===== config.mk =====
export PLATFORM = sky130hd
export DESIGN_NAME = pipe_load_ctrl
export DESIGN_NICKNAME = d
export VERILOG_FILES = /design/src/rtl/pipe_load_ctrl.sv
export SDC_FILE = /design/constraint.sdc
export NUM_CORES = 1
export LEC_CHECK = 0
export ABC_AREA = 1
export ABC_CLOCK_PERIOD_IN_PS = 1140
export CAP_MARGIN = 20
export CORE_ASPECT_RATIO = 1.5
export CORE_MARGIN = 4
export CORE_UTILIZATION = 40
export CTS_BUF_LIST = sky130_fd_sc_hd__clkbuf_4 sky130_fd_sc_hd__clkbuf_8
export CTS_CLUSTER_DIAMETER = 200
export DETAILED_ROUTE_END_ITERATION = 8
export GPL_TIMING_DRIVEN = 1
export HOLD_SLACK_MARGIN = 0.03
export PLACE_DENSITY = 0.89
export SLEW_MARGIN = 20
export SYNTH_ARGS = -nofsm -noshare
export SYNTH_HDL_FRONTEND = slang
export SYNTH_SLANG_ARGS = --single-unit

===== constraint.sdc =====
create_clock -name clk -period 1.14 [get_ports clk]
set_input_delay 0.228 -clock clk [delete_from_list [all_inputs] [get_ports clk]]
set_output_delay 0.228 -clock clk [all_outputs]
set_load 0.01 [all_outputs]

===== src/rtl/pipe_load_ctrl.sv =====
// pipe_load_ctrl
// ---------------------------------------------------------------------------
// Pipeline sequencing controller for a five-register in-order pipeline
// (PC, IF/ID, ID/EX, EX/MEM, MEM/WB). Each cycle it produces one coherent set
// of register load enables and bubble (flush) strobes. It resolves, in order
// of precedence:
//   - data-memory wait states (whole-pipeline freeze),
//   - taken branches / jumps resolved in EX (two-bubble flush),
//   - multi-cycle multiply/divide occupancy of EX,
//   - load-use hazards between EX and ID (one-cycle stall).
//
// Optional feature (compile-time macro PIPE_STALL_PERF_EN):
//   Adds a 32-bit free-running counter of front-end stall cycles
//   (cycles out of reset in which pc_load is low), exposed on stall_cycles.
//   It wraps modulo 2^32 and is cleared by rst.
//
// Ports
//   clk               clock; all state updates on the rising edge
//   rst               synchronous active-high reset; forces all outputs to 0
//   id_rs, id_rt      source register specifiers of the instruction in ID
//   id_uses_rt        ID instruction actually reads id_rt
//   ex_rd             destination register of the instruction in EX
//   ex_mem_read       EX instruction is a load
//   ex_branch_taken   taken branch / jump resolved in EX
//   ex_mdu_op         EX instruction is a multiply/divide
//   mem_wait          data memory not ready; freeze the pipeline
//   pc_load .. memwb_load   per-register load enables
//   ifid_flush, idex_flush  load an all-zero bubble into that register
//   mdu_start         one-cycle start pulse to the multiply/divide unit
//   mdu_result_sel    EX/MEM captures the MDU result this cycle
//   stall_cycles      (PIPE_STALL_PERF_EN only) stall-cycle counter
// ---------------------------------------------------------------------------
module pipe_load_ctrl #(
  parameter int unsigned REG_ADDR_W = 5,
  parameter int unsigned MDU_CYCLES = 32,
  parameter int unsigned CNT_W      = 6
) (
  input  logic                  clk,
  input  logic                  rst,

  // Hazard information from decode / execute
  input  logic [REG_ADDR_W-1:0] id_rs,
  input  logic [REG_ADDR_W-1:0] id_rt,
  input  logic                  id_uses_rt,
  input  logic [REG_ADDR_W-1:0] ex_rd,
  input  logic                  ex_mem_read,
  input  logic                  ex_branch_taken,
  input  logic                  ex_mdu_op,
  input  logic                  mem_wait,

  // Pipeline register controls
  output logic                  pc_load,
  output logic                  ifid_load,
  output logic                  idex_load,
  output logic                  exmem_load,
  output logic                  memwb_load,
  output logic                  ifid_flush,
  output logic                  idex_flush,

  // Multiply/divide unit handshake
  output logic                  mdu_start,
  output logic                  mdu_result_sel
`ifdef PIPE_STALL_PERF_EN
  ,
  output logic [31:0]           stall_cycles
`endif
);

  // -------------------------------------------------------------------------
  // Types and constants
  // -------------------------------------------------------------------------
  typedef enum logic [1:0] {
    StRun     = 2'b00,
    StMduBusy = 2'b01,
    StMduDone = 2'b10
  } state_e;

  // Counter preload: the busy phase lasts cnt_q+1 cycles, so MDU_CYCLES-1
  // yields exactly MDU_CYCLES busy cycles before MDU_DONE.
  localparam logic [CNT_W-1:0] CntInit = CNT_W'(MDU_CYCLES - 1);
  localparam logic [CNT_W-1:0] CntOne  = CNT_W'(1);

  // -------------------------------------------------------------------------
  // State
  // -------------------------------------------------------------------------
  state_e           state_q, state_d;
  logic [CNT_W-1:0] cnt_q,   cnt_d;

  always_ff @(posedge clk) begin
    if (rst) begin
      state_q <= StRun;
      cnt_q   <= '0;
    end else begin
      state_q <= state_d;
      cnt_q   <= cnt_d;
    end
  end

  // -------------------------------------------------------------------------
  // Hazard detection
  // -------------------------------------------------------------------------
  // Register 0 is hard-wired zero, so a load targeting it never creates a
  // real dependency.
  logic rd_nonzero;
  logic rs_match;
  logic rt_match;
  logic load_use;

  always_comb begin
    rd_nonzero = (ex_rd != '0);
    rs_match   = (ex_rd == id_rs);
    rt_match   = id_uses_rt && (ex_rd == id_rt);
    load_use   = ex_mem_read && rd_nonzero && (rs_match || rt_match);
  end

  // -------------------------------------------------------------------------
  // Next-state and output decode
  // -------------------------------------------------------------------------
  always_comb begin
    state_d        = state_q;
    cnt_d          = cnt_q;
    pc_load        = 1'b0;
    ifid_load      = 1'b0;
    idex_load      = 1'b0;
    exmem_load     = 1'b0;
    memwb_load     = 1'b0;
    ifid_flush     = 1'b0;
    idex_flush     = 1'b0;
    mdu_start      = 1'b0;
    mdu_result_sel = 1'b0;

    unique case (state_q)
      StRun: begin
        if (mem_wait) begin
          // Full freeze; the EX instruction is re-evaluated once memory is ready.
        end else if (ex_branch_taken) begin
          // Wrong-path instructions in IF/ID and ID/EX become bubbles.
          pc_load    = 1'b1;
          ifid_load  = 1'b1;
          idex_load  = 1'b1;
          exmem_load = 1'b1;
          memwb_load = 1'b1;
          ifid_flush = 1'b1;
          idex_flush = 1'b1;
        end else if (ex_mdu_op) begin
          // Hold the MDU instruction in EX; let older instructions drain.
          mdu_start  = 1'b1;
          memwb_load = 1'b1;
          state_d    = StMduBusy;
          cnt_d      = CntInit;
        end else if (load_use) begin
          // Hold PC and IF/ID, inject a bubble behind the load.
          idex_load  = 1'b1;
          exmem_load = 1'b1;
          memwb_load = 1'b1;
          idex_flush = 1'b1;
        end else begin
          pc_load    = 1'b1;
          ifid_load  = 1'b1;
          idex_load  = 1'b1;
          exmem_load = 1'b1;
          memwb_load = 1'b1;
        end
      end

      StMduBusy: begin
        // The MDU runs on its own, so the countdown ignores mem_wait; only
        // the MEM/WB drain is gated by memory readiness.
        memwb_load = !mem_wait;
        if (cnt_q == '0) begin
          state_d = StMduDone;
        end else begin
          cnt_d = cnt_q - CntOne;
        end
      end

      StMduDone: begin
        if (!mem_wait) begin
          pc_load        = 1'b1;
          ifid_load      = 1'b1;
          idex_load      = 1'b1;
          exmem_load     = 1'b1;
          memwb_load     = 1'b1;
          mdu_result_sel = 1'b1;
          state_d        = StRun;
        end
      end

      default: begin
        state_d = StRun;
        cnt_d   = '0;
      end
    endcase

    // Reset dominates every output, regardless of state.
    if (rst) begin
      pc_load        = 1'b0;
      ifid_load      = 1'b0;
      idex_load      = 1'b0;
      exmem_load     = 1'b0;
      memwb_load     = 1'b0;
      ifid_flush     = 1'b0;
      idex_flush     = 1'b0;
      mdu_start      = 1'b0;
      mdu_result_sel = 1'b0;
    end
  end

  // -------------------------------------------------------------------------
  // Optional stall-cycle performance counter
  // -------------------------------------------------------------------------
`ifdef PIPE_STALL_PERF_EN
  logic [31:0] stall_q, stall_d;

  always_comb begin
    stall_d = stall_q;
    if (!pc_load) begin
      stall_d = stall_q + 32'd1;
    end
  end

  always_ff @(posedge clk) begin
    if (rst) begin
      stall_q <= '0;
    end else begin
      stall_q <= stall_d;
    end
  end

  assign stall_cycles = stall_q;
`endif

endmodule

======== Word level (Yosys, flattened, before mapping) ========
Cells that the tools add are included.
operators by class
  bitwise logic cells ..................... 1
  multiplexer cells ....................... 42
  multiply operators ...................... 0
  divide/modulo/power cells ............... 0
  add/sub/neg operators ................... 1
  reductions and logical operators ........ 11
  magnitude comparators ................... 0
  equality and inequality tests ........... 10
  shift operators ......................... 0
operators with widths
  cell                                                                   number
  1-bit two-way mux                                                      28
  6-bit two-way mux                                                      4
  6-bit one-hot mux with 3 select lines                                  1
  2-bit != test, second input constant                                   6
  5-bit equality test                                                    2
  2-bit two-way mux                                                      5
  5-bit AND reduction                                                    2
  6-bit logical NOT                                                      1
  1-bit one-hot mux with 2 select lines                                  3
  2-bit one-hot mux with 3 select lines                                  1
  6-bit by 1-bit subtractor with 6-bit output, second input constant     1
  5-bit nonzero test                                                     1
  1-bit logical AND                                                      3
  2-bit by 1-bit equality test with 1-bit output, second input constant  1
  2-bit equality test, second input constant                             1
  2-bit logical NOT                                                      1
  2-bit OR reduction                                                     1
  1-bit logical NOT                                                      1
  1-bit logical OR                                                       1
  1-bit inverter                                                         1
storage, ports and cells
  bits in registers ....................... 8
  output and inout bits ................... 9
  input bits .............................. 22
  memory bits (writable) .................. 0
  memory bits (read-only) ................. 0
  memories kept ........................... 0
  logic and storage cells ................. 67
  bits in latches ......................... 0

======== Logic depth before layout (Yosys ltp) ========
Gate-level depths: netlist of run 1.
  depth after elaboration ................. 10
  gate-level depth with buffers ........... 10

======== Worst setup path before layout of run 1 ========
Ideal clock, no wire load.
  path kind ............................... input -> output
  start point ............................. in rst
  end point ............................... out pc_load
  setup slack ............................. -0.287 ns
  data arrival time ....................... 1.199 ns
  stages on the path ...................... 7
  cells stage by stage .................... buf_2 > nor2_2 > nand2_1 > a21oi_1 > nand2_1 > inv_1 > buf_4
between the ends
  word-level cells in the longest chain between the ends .. 1
ends and longest elaborated chain
  what               line  text
  start, declared    39    input logic rst,
  1-bit two-way mux  --
  end, declared      52    output logic pc_load,
Every way passes these cells.

======== Worst setup path in the final report of run 1 ========
  start point ............................. in ex_mdu_op
  end point ............................... out idex_flush
between the ends
  word-level cells in the longest chain between the ends .. 5
ends and longest elaborated chain
  what               line  text
  start, declared    48    input logic ex_mdu_op,
  1-bit two-way mux  145   end else if (ex_mdu_op) begin
  1-bit two-way mux  136   end else if (ex_branch_taken) begin
  1-bit two-way mux  134   if (mem_wait) begin
  1-bit two-way mux  132   unique case (state_q)
  1-bit two-way mux  196   if (rst) begin
  end, declared      58    output logic idex_flush,
Every way passes these cells.

==> results summary, run 1 <==
The clock net sink count is 8. The path class of the tightest hold or removal check is in2reg. The fraction of power consumed by combinational cells is 49.9%.

The TritonCTS buffer count came out at 3. The checks that failed: negative setup slack. Hold is met by 316.9 ps. TritonCTS built the clock tree. For this run the aggregate overflow at the end of global routing stands at 0. The via count of the first global-routing pass came to 1094. In this run the worst path has a maximum fanout of 2. For this run, the total global-route usage over all layers was measured as 20.32%. In this run the tool buffered the top-level ports with 30 buffer cells.

The wire length after detailed routing came out at 3153 um. The clock power share came out at 20.6%. In this run the number of H-tree levels came out at 1.

The global placer's final weighted congestion came out at 0.8692. The top achievable clock speed is 674.2 MHz. The average instance area after synthesis is 5.679 um^2. The number of unique standard cell types used by synthesis is 23. The final worst clock skew came out at 1.604 ps.

Sequential cells account for 29.5% of the total power. The ratio of cells with drive above 1 in the final layout came out at 54.82%. The number of maximum-capacitance constraint violations came out at 0. The final number of max-transition violations came out at 0. The starting DRC count in detailed routing is 38. The number of placed I/O pins is 31. The detail-routed net length per standard cell came out at 14.46 um. From synthesis to final layout, the design area changed by 77.66%. The final period utilization is 130.1%.

The setup slack after layout came out at -343.2 ps. The most frequent standard cell in the layout excluding fill and tap cells is nand2_1. The worst voltage drop across the vdd grid is 0.4435 mV. The number of core rows came out at 19.

The post-route total power came out at 1082 uW. In the layout the commonest cells are nand2_1, buf_4, inv_1, buf_2, nand2_2. The first global-routing pass estimated 4388 um of wire. The remaining number of nets flagged by the antenna check after routing came out at 0. The arrival time reported for the critical path endpoint is 1260 ps. The analysis attributes to net switching a power of 409.9 uW. In this run the vertical extent of the chip is 62.80 um.

The effective utilization at floorplan is 42.64%. The area of the die came out at 0.002796 mm^2. The largest stage delay on the critical path came out at 260 ps. The number of detailed-route iterations in the first pass came out at 6. The signal on the critical path passes through clkdlybuf4s15_1 > inv_2 > buf_4 > buf_4 > o211ai_1 > a21oi_1 > buf_2. The detailed placer's ending HPWL came out at 2003 um. The count of final setup violators is 16.

After synthesis, flip-flops and latches occupy 20.00% of the total area. Using the TritonRoute via totals, the vias-per-cell ratio works out to 5.220. The via count came out at 1138. The setup path with the least slack is of type in2out. The clock root buffer is clkbuf_4. The post-synthesis cell count came out at 141.

The flop and latch count out of synthesis is 8. The synthesized area is 800.8 um^2. The final critical path time including I/O delays and setup is 1483 ps. The internal power consumption is 672.4 uW.

The type of element launching the critical path is an input port. The number of antenna violations at the first check in global routing is 0. The clock latency reported for the late side of the worst-skew pair is 260 ps.

The maximum number of pins on one net before global-route repair came out at 9. The total number of nets in the final design is 222. The net count of the mapped netlist is 164. The transition time of the tightest slew-check pin came out at 279.8 ps.

Setup repair after global routing could not meet its margin everywhere. Among the stages of the critical path, the cell type that occurs most often is buf_4. The run finished, with violations left. The clock-pin slew on the worst setup and hold paths is 50 ps. The worst setup path is captured at an output port.

For the worst setup path, the data required time is 910 ps. Summed over all cells, the static leakage comes to 0.0007238 uW. The switching share of power is 37.87%. The core region area came out at 0.001878 mm^2. The horizontal extent of the die is 44.53 um. The number of endpoints with negative hold slack in the final report came out at 0. The normalized max-slew margin came out at 81.26%.

On the critical path, the stage with the largest delay is an instance of o211ai_1. Yosys printed 0 warnings. The number of buffers between clock root and the deepest sink is 2. The antenna diode instance count is 0. The setup TNS after final layout is -2527 ps. Power spread over the standard cell area amounts to 760.8 mW/mm^2. In the routed design, unresolved DRC markers number 0.
## path summary, 6_finish.rpt
| check | from | end | slack [ps] | cells past startpoint |
|---|---|---|---|---|
| worst max register to register | state_q[1]$_SDFFE_PP0P_ | cnt_q[5]$_SDFFE_PP0P_ | -130 | 9 |
| worst min-delay path | mem_wait | state_q[1]$_SDFFE_PP0P_ | 320 | 3 |
| worst max-delay path | ex_mdu_op | idex_flush | -340 | 7 |
| worst min register to register | cnt_q[1]$_SDFFE_PP0P_ | cnt_q[1]$_SDFFE_PP0P_ | 470 | 2 |
## cell usage after synthesis
cell / count / area (um^2)
nand2_1: 52 / 195.2
inv_1: 26 / 97.59
nor2_1: 12 / 45.04
dfxtp_1: 8 / 160.2
a21oi_1: 6 / 30.03
a21oi_2: 5 / 43.79
nand3_1: 5 / 25.02
o21ai_0: 5 / 25.02
buf_4: 2 / 15.01
nand2_2: 2 / 12.51
nand3_2: 2 / 20.02
nand4_1: 2 / 12.51
nor2_2: 2 / 12.51
nor2_4: 2 / 22.52
nor3_1: 2 / 10.01
buf_2: 1 / 5.000
ha_1: 1 / 12.51
inv_2: 1 / 3.750
nand2_4: 1 / 11.26
nand3_4: 1 / 17.52
nand3b_1: 1 / 7.510
o211ai_1: 1 / 7.510
xnor2_1: 1 / 8.760
## per-stage QoR
step                instances  utilization (%)  cell area (um^2)  setup slack (ps)
global route              218            75.75              1423            -400.8
detailed placement        206            68.29              1282            -996.1
CTS                       215            71.42              1341            -210.7
global placement          206            68.29              1282            -984.0
finish                    218            75.75              1423            -343.2
floorplan                 141                -             867.1            -52.10
## final cells by class
class	instances	area, um^2
flip-flops and latches	8	170.2
well taps	21	26.28
repair buffers	56	432.9
fillers	143	455.4
multi-input cells	103	666.9
inverters	27	103.9
clock buffers	3	22.52
## state kept, by name, summed over array words and instances, names as in the netlist
name,count
state_q,2
cnt_q,6
## power groups by stage
stage | sequential (uW) | combinational (uW) | clock (uW)
4_1_cts | 320 | 480 | 219
3_5_place_dp | 323 | 463 | 0
3_3_place_gp | 322 | 446 | 0
6_report | 319 | 541 | 223
5_1_grt | 321 | 583 | 235
2_1_floorplan | 325 | 259 | 0
## metal layers
layer | vias up | share of wire (%) | global-route usage [%]
met4 | 0 | 4.5 | 11.32
met2 | 66 | 56 | 38.31
met3 | 13 | 7.4 | 5.476
met1 | 517 | 32 | 17.65
met5 | - | 0 | 0
li1 | 542 | - | -
## cell families (layout without fill, tap and decap cells)
group,Yosys count,count (layout),share of synthesized area [%]
and+or+nand+nor,84,84,48.91
buffers and inverters,30,86,15.15
AOI/OAI and AO/OA,17,17,13.28
DFF,8,8,20.00
adders and majority gates,1,1,1.562
xor gates and xnor gates,1,1,1.094
## worst max-delay path: cells and delay by family
family	cells	cell delay (ps)
buffers and inverters	5	700
AO/OA/AOI/OAI	2	330
## what timing repair did
| action | CTS | global route |
|---|---|---|
| hold buffers | 0 | 0 |
| endpoints found under the setup margin | 16 | 16 |
| gates resized for setup | 136 | 22 |
| setup buffers | 7 | 3 |
| pin swaps | 34 | 13 |
Note: power is estimated with default switching activity, not from simulation.
==> inputs of run 2 (changes only) <==
Settings changed: REMOVE_ABC_BUFFERS from default to 1.
==> run 2 against run 1 <==
Against the previous run: power grew 7.9%; worst setup slack better by 53 ps; sequential power increased by 1%; fmax rose by 3.7%; register-to-register slack got worse by 60 ps; highest routed layer unchanged; global-route usage increased by 3.3 points; the flow still finishes with violations (negative setup slack); critical path depth fell by 1; via count rose by 3.9%; flip-flop and latch count did not move; final area is 8.4% higher.
==> results summary, run 2 (synthesis gave the netlist of run 1 again) <==
The setup slack after layout is -290.2 ps (was -343.2 ps). The signed area change from the synthesized netlist to the final layout is 92.50% (was 77.66%). The number of core rows is 19 (unchanged). The number of flip-flops in the largest register came out at 6 (unchanged). Violated checks: negative setup slack (unchanged). The clock-pin slew on the worst setup and hold paths was 70 ps (was 50 ps). The clock net sink count came out at 8 (unchanged). The height of the die came to 62.80 um (unchanged). The data required time at the worst endpoint is 910 ps (about the same).

The normalized max-slew margin came out at 84.33% (was 81.26%). The core region area came out at 0.001878 mm^2 (unchanged). The critical path startpoint is state_q[1]$_SDFFE_PP0P_ (was ex_mdu_op). The worst voltage drop across the vdd grid is 0.5329 mV (was 0.4435 mV). The final critical path time including I/O delays and setup is 1430 ps (was 1483 ps). The cell family contributing the most delay on the critical path is flip-flops (was buffers and inverters). The worst setup path endpoint is pc_load (was idex_flush).

The number of placed I/O pins is 31 (unchanged). RSZ-0062 raised after global routing: yes (unchanged). The setup slack after placement is -1050 ps (was -996.1 ps). The via count came out at 1182 (was 1138). The via count of the first global-routing pass is 1214 (was 1094). The worst reg2reg path depth is 8 (was 9). The number of endpoints with negative hold slack in the final report came to 0 (unchanged).

The effective utilization at floorplan came out at 42.64% (unchanged). The number of detailed-route iterations in the first pass is 4 (was 6). CP Cell Sequence: buf_6 > nor2_4 > nand3_2 > nand2_2 > inv_2 > buf_6 (was clkdlybuf4s15_1 > inv_2 > buf_4 > buf_4 > o211ai_1 > a21oi_1 > buf_2).

The maximum number of pins on one net before global-route repair is 9 (unchanged). The antenna diode instance count was 0 (unchanged). The total stage count of the critical path was 6 (was 7). The largest stage delay on the critical path is 370 ps (was 260 ps). The arrival time reported for the critical path endpoint came to 1200 ps (was 1260 ps). The number of inserted filler cells in the final layout is 122 (was 143). The starting DRC count in detailed routing is 31 (was 38). Outcome: finished, violations left (unchanged). The number of hold buffers added after cts came out at 0 (unchanged). The TritonCTS buffer count was 3 (unchanged). The final period utilization is 125.5% (was 130.1%). The cell seen most often among critical-path stages is buf_6 (was buf_4). The final worst clock skew is 12.88 ps (was 1.604 ps). The clock latency reported for the late side of the worst-skew pair came to 280 ps (was 260 ps). Largest registers ranked by flip-flop count: cnt_q (6), state_q (2) (unchanged). The number of design rule violations left after detail routing came to 0 (unchanged).

The largest register by flop count is cnt_q (unchanged). The count of final setup violators is 17 (was 16). The horizontal extent of the die is 44.53 um (unchanged). The critical path class is reg2out (was in2out).

The most frequent standard cell in the layout excluding fill and tap cells is nand2_1 (unchanged). The final number of max-transition violations is 0 (unchanged). The number of buffers between clock root and the deepest sink is 2 (unchanged). The type of element launching the critical path is a flip-flop (was input port). The global-route total usage across every layer is 23.63% (was 20.32%). The overflow left after global routing is 0 (unchanged). The peak fanout along the critical path came out at 4 (was 2). The number of maximum-capacitance constraint violations came to 0 (unchanged). The slowest stage cell on the critical path is dfxtp_4 (was o211ai_1). The leakage power came to 0.0007775 uW (was 0.0007238 uW). The top achievable clock speed came out at 699.2 MHz (was 674.2 MHz).

The cell total after placement came out at 209 (was 206). The total number of nets in the final design came out at 227 (was 222). The wire length after detailed routing was 3515 um (was 3153 um). The detail-routed net length per standard cell was 15.76 um (was 14.46 um). The detailed-route vias per instance came out at 5.300 (was 5.220).

The origin of the critical flop-to-flop path is state_q[0]$_SDFFE_PP0P_ (was state_q[1]$_SDFFE_PP0P_). The global placer's final weighted congestion was 0.8276 (was 0.8692). The terminus of the critical flop-to-flop path is cnt_q[0]$_SDFFE_PP0P_ (was cnt_q[5]$_SDFFE_PP0P_). The wire length of the first global-routing pass is 4892 um (was 4388 um). The power per standard cell area came out at 757.7 mW/mm^2 (was 760.8 mW/mm^2).

The area of the die came out at 0.002796 mm^2 (unchanged). The CTS tree is yes (unchanged). The nature of the critical path endpoint is an output port (unchanged). Commonest cells after routing, fill and taps aside: nand2_1, buf_4, buf_6, inv_1 (was nand2_1, buf_4, inv_1, buf_2, nand2_2).

The detailed placer's ending HPWL came out at 1936 um (was 2003 um). The ratio of cells with drive above 1 in the final layout is 59.41% (was 54.82%). The final cell count without fillers was 223 (was 218).

The count of buffering cells on the critical path with inverters included came to 3 (was 5). The internal reg-to-reg setup slack is -190 ps (was -130 ps). The class of the tightest hold or removal check is reg2reg (was in2reg). The count of buffers inserted at the top-level ports came out at 30 (unchanged).

The number of antenna violations at the first check in global routing is 0 (unchanged). The H-tree depth reported by CTS is 1 (unchanged). The transition time of the tightest slew-check pin was 234.7 ps (was 279.8 ps).

The clock root buffer is clkbuf_4 (unchanged). The register cell area after layout came to 170.2 um^2 (unchanged). The remaining number of nets flagged by the antenna check after routing is 0 (unchanged). The total area of multi-input combinational cells is 704.4 um^2 (was 666.9 um^2).
run 2: cell count changes in the layout (fill, tap and decap cells not counted), moves of 2 or more:
cell,previous run,this run
nand2_1,39,36
nor2_2,2,6
buf_4,25,22
nand2_2,11,13
dlygate4sd2_1,3,5
nor2_1,8,3
nand3_2,1,3
buf_6,10,18
run 2: per-layer routing:
metal	GRT usage, %	up-vias	part of all wire (%)
li1	-	555	-
met5	0	-	0
met2	44.06	70	56
met4	18.87	0	6.6
met3	5.476	22	6.5
met1	18.89	535	31
run 2: what timing repair did:
action,CTS,global route
pin swaps,46,15
cloned,0,0
resized for setup,154,35
endpoints found under the hold margin,0,0
setup buffers,7,4
setup endpoints to repair,15,16
run 2: worst min-delay path by stage:
stage	depth (start not counted)	start	to	slack (ps)
after global routing	2	cnt_q[1]$_SDFFE_PP0P_	cnt_q[1]$_SDFFE_PP0P_	480
after CTS	3	rst	cnt_q[1]$_SDFFE_PP0P_	450
after global placement	2	cnt_q[1]$_SDFFE_PP0P_	cnt_q[1]$_SDFFE_PP0P_	460
after floorplan	1	rst	cnt_q[0]$_SDFFE_PP0P_	290
after detailed placement	2	cnt_q[1]$_SDFFE_PP0P_	cnt_q[1]$_SDFFE_PP0P_	470
final	2	cnt_q[1]$_SDFFE_PP0P_	cnt_q[1]$_SDFFE_PP0P_	460
run 2: tightest hold or removal path, delay by kind of cell, from the launching register on:
kind / cells / cell delay [ps]
and+or+nand+nor: 1 / 60
AOI/OAI and AO/OA: 1 / 40
DFF: 1 / 330
run 2: where the power goes:
group          leakage (uW)  internal, uW  switching [uW]
clock             0.0000138           122             127
combinational      0.000696           282             314
sequential        0.0000677           299            23.5
total              0.000777           703             465
run 2: stage by stage:
stage | hold WS, ps | cell area, um^2 | setup TNS, ps | util (%) | power, uW
2_1_floorplan | 290.4 | 780.7 | -765.5 | - | 531.9
3_3_place_gp | 464.9 | 1257 | -10110 | 66.96 | 734.9
3_5_place_dp | 472.9 | 1257 | -10550 | 66.96 | 750.7
4_1_cts | 446.1 | 1375 | -2193 | 73.22 | 1049
5_1_grt | 481.7 | 1541 | -4240 | 82.08 | 1232
6_report | 463.4 | 1541 | -3367 | 82.08 | 1168
run 2: final cells by class:
type	instances	share of cell area, %
well taps	21	1.705
repair buffers	61	33.20
multi-input cells	103	45.70
flip-flops and latches	8	11.04
inverters	27	6.899
clock buffers	3	1.461
